==> src/rtl/uart_flash_loader.sv <==
// Receives a length-prefixed image over UART, buffers it one 256-byte page at a time and
// drives sector-erase / page-program requests, pacing the host with ACK/NAK bytes.
module uart_flash_loader #(
  parameter logic [23:0] BASE_ADDR = 24'h000000,
  parameter logic [7:0]  ACK_BYTE  = 8'h06,
  parameter logic [7:0]  NAK_BYTE  = 8'h15
) (
  input  logic        clk,
  input  logic        rst_n,
  input  logic [7:0]  rx_data,
  input  logic        rx_valid,
  output logic [7:0]  tx_data,
  output logic        tx_valid,
  input  logic        tx_ready,
  output logic        flash_sector_erase,
  output logic [23:0] flash_sector_addr,
  input  logic        flash_sector_erase_ack,
  output logic        flash_write,
  output logic [23:0] flash_write_addr,
  output logic [8:0]  flash_write_size,
  input  logic        flash_write_data_req,
  output logic [7:0]  flash_write_data_in,
  input  logic        flash_write_ack,
  output logic        busy,
  output logic        done,
  output logic        error
);

  typedef enum logic [3:0] {
    StIdle, StLen1, StLen2, StRecv, StErase, StProg, StAck, StNak, StDone, StErr
  } state_e;

  state_e      state_q, state_d;
  logic [15:0] len_hi_q, len_hi_d;
  logic [23:0] remaining_q, remaining_d;
  logic [23:0] addr_q, addr_d;
  logic [8:0]  wr_ptr_q, wr_ptr_d;
  logic [8:0]  rd_ptr_q, rd_ptr_d;
  logic [7:0]  tx_data_q, tx_data_d;
  logic        tx_valid_q, tx_valid_d;
  logic        erase_q, erase_d;
  logic [23:0] sector_addr_q, sector_addr_d;
  logic        write_q, write_d;
  logic [23:0] write_addr_q, write_addr_d;
  logic [8:0]  write_size_q, write_size_d;
  logic [7:0]  wdata_q, wdata_d;
  logic        busy_q, busy_d;
  logic        done_q, done_d;
  logic        error_q, error_d;
  logic        mem_we;
  logic [7:0]  page_mem [256];

  always_comb begin
    state_d       = state_q;
    len_hi_d      = len_hi_q;
    remaining_d   = remaining_q;
    addr_d        = addr_q;
    wr_ptr_d      = wr_ptr_q;
    rd_ptr_d      = rd_ptr_q;
    tx_data_d     = tx_data_q;
    tx_valid_d    = tx_valid_q;
    erase_d       = erase_q;
    sector_addr_d = sector_addr_q;
    write_d       = write_q;
    write_addr_d  = write_addr_q;
    write_size_d  = write_size_q;
    wdata_d       = wdata_q;
    done_d        = done_q;
    error_d       = error_q;
    mem_we        = 1'b0;

    // Any byte arriving while the page is being flushed is an overflow.
    if (rx_valid && (state_q inside {StErase, StProg, StAck})) error_d = 1'b1;

    unique case (state_q)
      StIdle: if (rx_valid) begin
        len_hi_d[15:8] = rx_data;
        state_d        = StLen1;
      end
      StLen1: if (rx_valid) begin
        len_hi_d[7:0] = rx_data;
        state_d       = StLen2;
      end
      StLen2: if (rx_valid) begin
        remaining_d = {len_hi_q, rx_data};
        if ({len_hi_q, rx_data} == 24'd0) begin
          state_d    = StAck;
          tx_valid_d = 1'b1;
          tx_data_d  = ACK_BYTE;
        end else begin
          state_d = StRecv;
        end
      end
      StRecv: if (rx_valid) begin
        mem_we      = 1'b1;
        wr_ptr_d    = wr_ptr_q + 9'd1;
        remaining_d = remaining_q - 24'd1;
        if (wr_ptr_d == 9'd256 || remaining_d == 24'd0) begin
          if (addr_q[15:0] == 16'h0000) begin
            state_d       = StErase;
            erase_d       = 1'b1;
            sector_addr_d = {addr_q[23:16], 16'h0000};
          end else begin
            state_d      = StProg;
            write_d      = 1'b1;
            write_addr_d = addr_q;
            write_size_d = wr_ptr_d;
          end
        end
      end
      StErase: if (flash_sector_erase_ack) begin
        erase_d = 1'b0;
        if (error_d) begin
          state_d    = StNak;
          tx_valid_d = 1'b1;
          tx_data_d  = NAK_BYTE;
        end else begin
          state_d      = StProg;
          write_d      = 1'b1;
          write_addr_d = addr_q;
          write_size_d = wr_ptr_q;
        end
      end
      StProg: begin
        // A request coinciding with the ack is still served before the page is closed.
        if (flash_write_data_req && rd_ptr_q < wr_ptr_q) begin
          wdata_d  = page_mem[rd_ptr_q[7:0]];
          rd_ptr_d = rd_ptr_q + 9'd1;
        end
        if (flash_write_ack) begin
          write_d    = 1'b0;
          addr_d     = addr_q + {15'd0, write_size_q};
          wr_ptr_d   = 9'd0;
          rd_ptr_d   = 9'd0;
          tx_valid_d = 1'b1;
          tx_data_d  = error_d ? NAK_BYTE : ACK_BYTE;
          state_d    = error_d ? StNak : StAck;
        end
      end
      StAck: if (tx_ready) begin
        tx_valid_d = 1'b0;
        if (error_d) begin
          state_d    = StNak;
          tx_valid_d = 1'b1;
          tx_data_d  = NAK_BYTE;
        end else if (remaining_q != 24'd0) begin
          state_d = StRecv;
        end else begin
          state_d = StDone;
          done_d  = 1'b1;
        end
      end
      StNak: if (tx_ready) begin
        tx_valid_d = 1'b0;
        state_d    = StErr;
      end
      StDone, StErr: ;
      default: state_d = StIdle;
    endcase

    busy_d = !(state_d inside {StIdle, StDone, StErr});
  end

  always_ff @(posedge clk or negedge rst_n) begin
    if (!rst_n) begin
      state_q       <= StIdle;
      len_hi_q      <= '0;
      remaining_q   <= '0;
      addr_q        <= BASE_ADDR;
      wr_ptr_q      <= '0;
      rd_ptr_q      <= '0;
      tx_data_q     <= '0;
      tx_valid_q    <= 1'b0;
      erase_q       <= 1'b0;
      sector_addr_q <= '0;
      write_q       <= 1'b0;
      write_addr_q  <= '0;
      write_size_q  <= '0;
      wdata_q       <= '0;
      busy_q        <= 1'b0;
      done_q        <= 1'b0;
      error_q       <= 1'b0;
    end else begin
      state_q       <= state_d;
      len_hi_q      <= len_hi_d;
      remaining_q   <= remaining_d;
      addr_q        <= addr_d;
      wr_ptr_q      <= wr_ptr_d;
      rd_ptr_q      <= rd_ptr_d;
      tx_data_q     <= tx_data_d;
      tx_valid_q    <= tx_valid_d;
      erase_q       <= erase_d;
      sector_addr_q <= sector_addr_d;
      write_q       <= write_d;
      write_addr_q  <= write_addr_d;
      write_size_q  <= write_size_d;
      wdata_q       <= wdata_d;
      busy_q        <= busy_d;
      done_q        <= done_d;
      error_q       <= error_d;
    end
  end

  always_ff @(posedge clk) begin
    if (mem_we) page_mem[wr_ptr_q[7:0]] <= rx_data;
  end

  assign tx_data             = tx_data_q;
  assign tx_valid            = tx_valid_q;
  assign flash_sector_erase  = erase_q;
  assign flash_sector_addr   = sector_addr_q;
  assign flash_write         = write_q;
  assign flash_write_addr    = write_addr_q;
  assign flash_write_size    = write_size_q;
  assign flash_write_data_in = wdata_q;
  assign busy                = busy_q;
  assign done                = done_q;
  assign error               = error_q;

endmodule
==> config.mk <==
export PLATFORM = sky130hd
export DESIGN_NAME = uart_flash_loader
export DESIGN_NICKNAME = d
export VERILOG_FILES = /design/src/rtl/uart_flash_loader.sv
export SDC_FILE = /design/constraint.sdc
export NUM_CORES = 2
export LEC_CHECK = 0
export BUFFER_PORTS_ARGS = -buffer_cell sky130_fd_sc_hd__buf_2
export CELL_PAD_IN_SITES_DETAIL_PLACEMENT = 1
export CELL_PAD_IN_SITES_GLOBAL_PLACEMENT = 2
export CORE_AREA = 2 2 333 664
export DETAILED_ROUTE_END_ITERATION = 16
export DIE_AREA = 0 0 335 666
export GPL_TIMING_DRIVEN = 0
export PLACE_DENSITY = 0.69
export SYNTH_ARGS = -nofsm -noshare
export SYNTH_HDL_FRONTEND = slang
export SYNTH_SLANG_ARGS = --single-unit
==> constraint.sdc <==
create_clock -name clk -period 6.7 [get_ports clk]
set_input_delay 1.34 -clock clk [delete_from_list [all_inputs] [get_ports clk]]
set_output_delay 1.34 -clock clk [all_outputs]
set_load 0.02 [all_outputs]
==> qor.yml <==
status: "finished with violations"
violations: "capacitance limit, slew limit, setup timing"
min_period_ns: 6.72
grt_overflow: 0
synth_seq_cells: 2192
finalSetupViolations: 1
place_inst: 7379
ys_seq_area_frac: 0.751
drt.antenna.violating_nets: 0
grt_usage: 0.303
port_buffers: 73
final_common_cell: "edfxtp_1"
dr.first_iter.drc_count: 7524
clk_pin_slew_worst_paths_ns: 0.07
synth_cell_types: 79
htreeDepth: 4
reg2reg_depth: 12
swShare: 0.310
ys_warn_count: 0
max_stage_delay_ns: 0.73
holdCritPathClass: "in -> async"
cpMaxStageDelayCell: "clkbuf_2"
crit_cells: 12
grt_antenna_before_repair: 27
power_density_nw_per_um2: 356
drive_gt1_frac: 0.231
end_kind: "flip-flop"
hpwl_mm: 228
areaGrowthSynthToFinish_pct: 13.5
crit_type: "reg -> reg"
worstPathRequired_ns: 7.48
vias_per_cell: 6.46
intPower_w: 0.0241
rsz0062_at_grt: "false"
vdd_ir_drop_max_v: 0.000281
cts_tree: "done"
cpMostUsedCell: "buf_2"
synth_area_sq_um: 86700
num_rows: 243
cp-start-kind: "flip-flop"
placed_area_sq_um: 91600
timing.slew.headroom: -0.113
dr_total_vias: 50100
pin_count: 94
cellLeakagePower_nw: 32.2
finClkSkew_ns: 0.0550
place_ws_ns: -0.281
cts-root-buf: "clkbuf_16"
layout_common_cells: "edfxtp_1 (2048), mux4_2 (482), nor2_1 (322)"
grt_max_degree: 162
nets: 4815
seq_power_share: 0.443
avgSynthCellArea_sq_um: 19.5
drt-total-wl_mm: 341
timing.final.ws_setup_ns: -0.0220
cp_cell_sequence: "clkbuf_1, buf_2, buf_2, buf_2, buf_4, clkbuf_2, buf_2, o211ai_1, o2111ai_1, nand3_1, o32a_1, o21ai_0"
cts_buffers: 207
path_max_fanout: 10
final_cells: 7761
wl_per_cell_um: 43.9
power_frac_clock: 0.342
final_util: 0.450
synth_edf_count: 2048
die_area_sq_um: 223000
netlist_instances: 4435
worst-path-buf-inv: 7
grt_pass1_wl_mm: 450
critPathTopFamily: "buffers and inverters"
pwr-share-comb: 0.215
finalMaxSlewViolations: 43
cts_buffer_depth: 4
cap_violations: 5
clock_sinks: 2192
tightest_slew_ns: 1.67
finalHoldViolCount: 0
arrival_ns: 7.50
final.period_utilization: 1.00
ys.flop_type: "edfxtp_1"
clk_latency_ns: 0.86
grt_pass1_vias: 49700
place_congestion: 0.969
drc: 0
synthArstFlopShare: 0.0657
core_sq_um: 218000
switchingPower_w: 0.0108
die_y_um: 666
finalInstanceArea_sq_um: 98300
first_pass_iters: 8
hold_slack_ns: 0.372
max_freq_ghz: 0.149
start_util: 0.397
die_x_um: 335
-- stage by stage --
step           TNS (ns)  power (W)
4_1_cts               0     0.0347
5_1_grt               0     0.0354
2_1_floorplan         0     0.0192
6_report        -0.0220     0.0350
3_5_place_dp     -0.289     0.0231
3_3_place_gp     -10.79     0.0229
-- per-layer routing --
layer  wire [um]  share of wire  up-vias  global-route usage
met5          80        0.00023        -                   0
met4       30700          0.090       12               0.227
met3       33900          0.099      888              0.0687
met2      158000           0.46     3347               0.472
met1      118000           0.35    27000               0.370
li1            -              -    18900                   -
-- power groups by stage --
stage | logic (W) | clock network (W) | registers, W
finish | 0.00752 | 0.0119 | 0.0155
global route | 0.00754 | 0.0124 | 0.0155
CTS | 0.00732 | 0.0119 | 0.0155
detailed placement | 0.00731 | 0 | 0.0158
global placement | 0.00711 | 0 | 0.0158
floorplan | 0.00347 | 0 | 0.0157
-- logic make-up (layout without fill, tap and decap cells) --
group	Yosys count	count (layout)	synth area share
DFF	2192	2192	0.751
and+or+nand+nor	665	665	0.0348
muxes	640	640	0.146
AOI/OAI and AO/OA	554	554	0.0445
buffers and inverters	321	800	0.0160
xor gates and xnor gates	36	36	0.00364
adders and majority gates	26	26	0.00384
other	1	31	0.0000433
-- flip-flops by register name, indices dropped and copies added (netlist names), 3 cells and up --
signal,flops
remaining_q,24
flash_write_addr,24
page_mem,2048
tx_data,3
len_hi_q,16
addr_q,24
wr_ptr_q,9
flash_write_size,9
flash_sector_addr,8
state_q,4
rd_ptr_q,9
flash_write_data_in,8
-- cells in the mapped netlist, types with 20 or more instances --
| cell | n | area, sq um |
|---|---|---|
| mux2i_1 | 83 | 831 |
| nor2_1 | 324 | 1220 |
| nand3_1 | 54 | 270 |
| buf_4 | 21 | 158 |
| inv_1 | 35 | 131 |
| nand2_1 | 121 | 454 |
| a22o_1 | 47 | 412 |
| o21ai_0 | 65 | 325 |
| nor4_1 | 20 | 125 |
| nand4_1 | 21 | 131 |
| xnor2_1 | 24 | 210 |
| buf_1 | 53 | 199 |
| edfxtp_1 | 2048 | 61500 |
| mux2_4 | 28 | 420 |
| o22ai_1 | 26 | 163 |
| nor3_1 | 32 | 160 |
| buf_2 | 36 | 180 |
| mux2_2 | 47 | 529 |
| dfrtp_1 | 144 | 3600 |
| o211ai_1 | 31 | 233 |
| ha_1 | 25 | 313 |
| mux4_2 | 482 | 10900 |
| a21oi_1 | 110 | 551 |
| clkbuf_1 | 172 | 646 |
| a22oi_1 | 131 | 983 |
| a221oi_1 | 35 | 307 |
-- layout make-up --
type	instances	area, sq um
Buffer	286	1390
Tap cell	2817	3520
Clock inverter	115	1170
Clock buffer	253	5460
Fill cell	20400	120000
Antenna cell	11	27.5
Inverter	35	131
Timing Repair Buffer	111	1260
Sequential cell	2192	65100
Multi-Input combinational cell	1941	20200
-- worst paths after layout --
kind	slack (ns)	start	to
setup / recovery	-0.02	rd_ptr_q[0]$_DFFE_PN0P_	flash_write_data_in[7]$_DFFE_PN0P_
hold / removal	0.37	rst_n	flash_write_data_in[0]$_DFFE_PN0P_
setup reg to reg	-0.02	rd_ptr_q[0]$_DFFE_PN0P_	flash_write_data_in[7]$_DFFE_PN0P_
hold reg to reg	0.47	tx_data[2]$_DFFE_PN0P_	tx_data[2]$_DFFE_PN0P_
max in group asynchronous	5.25	rst_n	remaining_q[11]$_DFFE_PN0P_
min in group clk	0.47	tx_data[2]$_DFFE_PN0P_	tx_data[2]$_DFFE_PN0P_
-- what timing repair did --
item	in CTS	in global routing
setup endpoints to repair	2	1
buffers inserted	0	0
endpoints found under the hold margin	0	0
hold buffers	0	0
gates resized for setup	1	2
No activity file was read; power rests on OpenSTA's default activity.
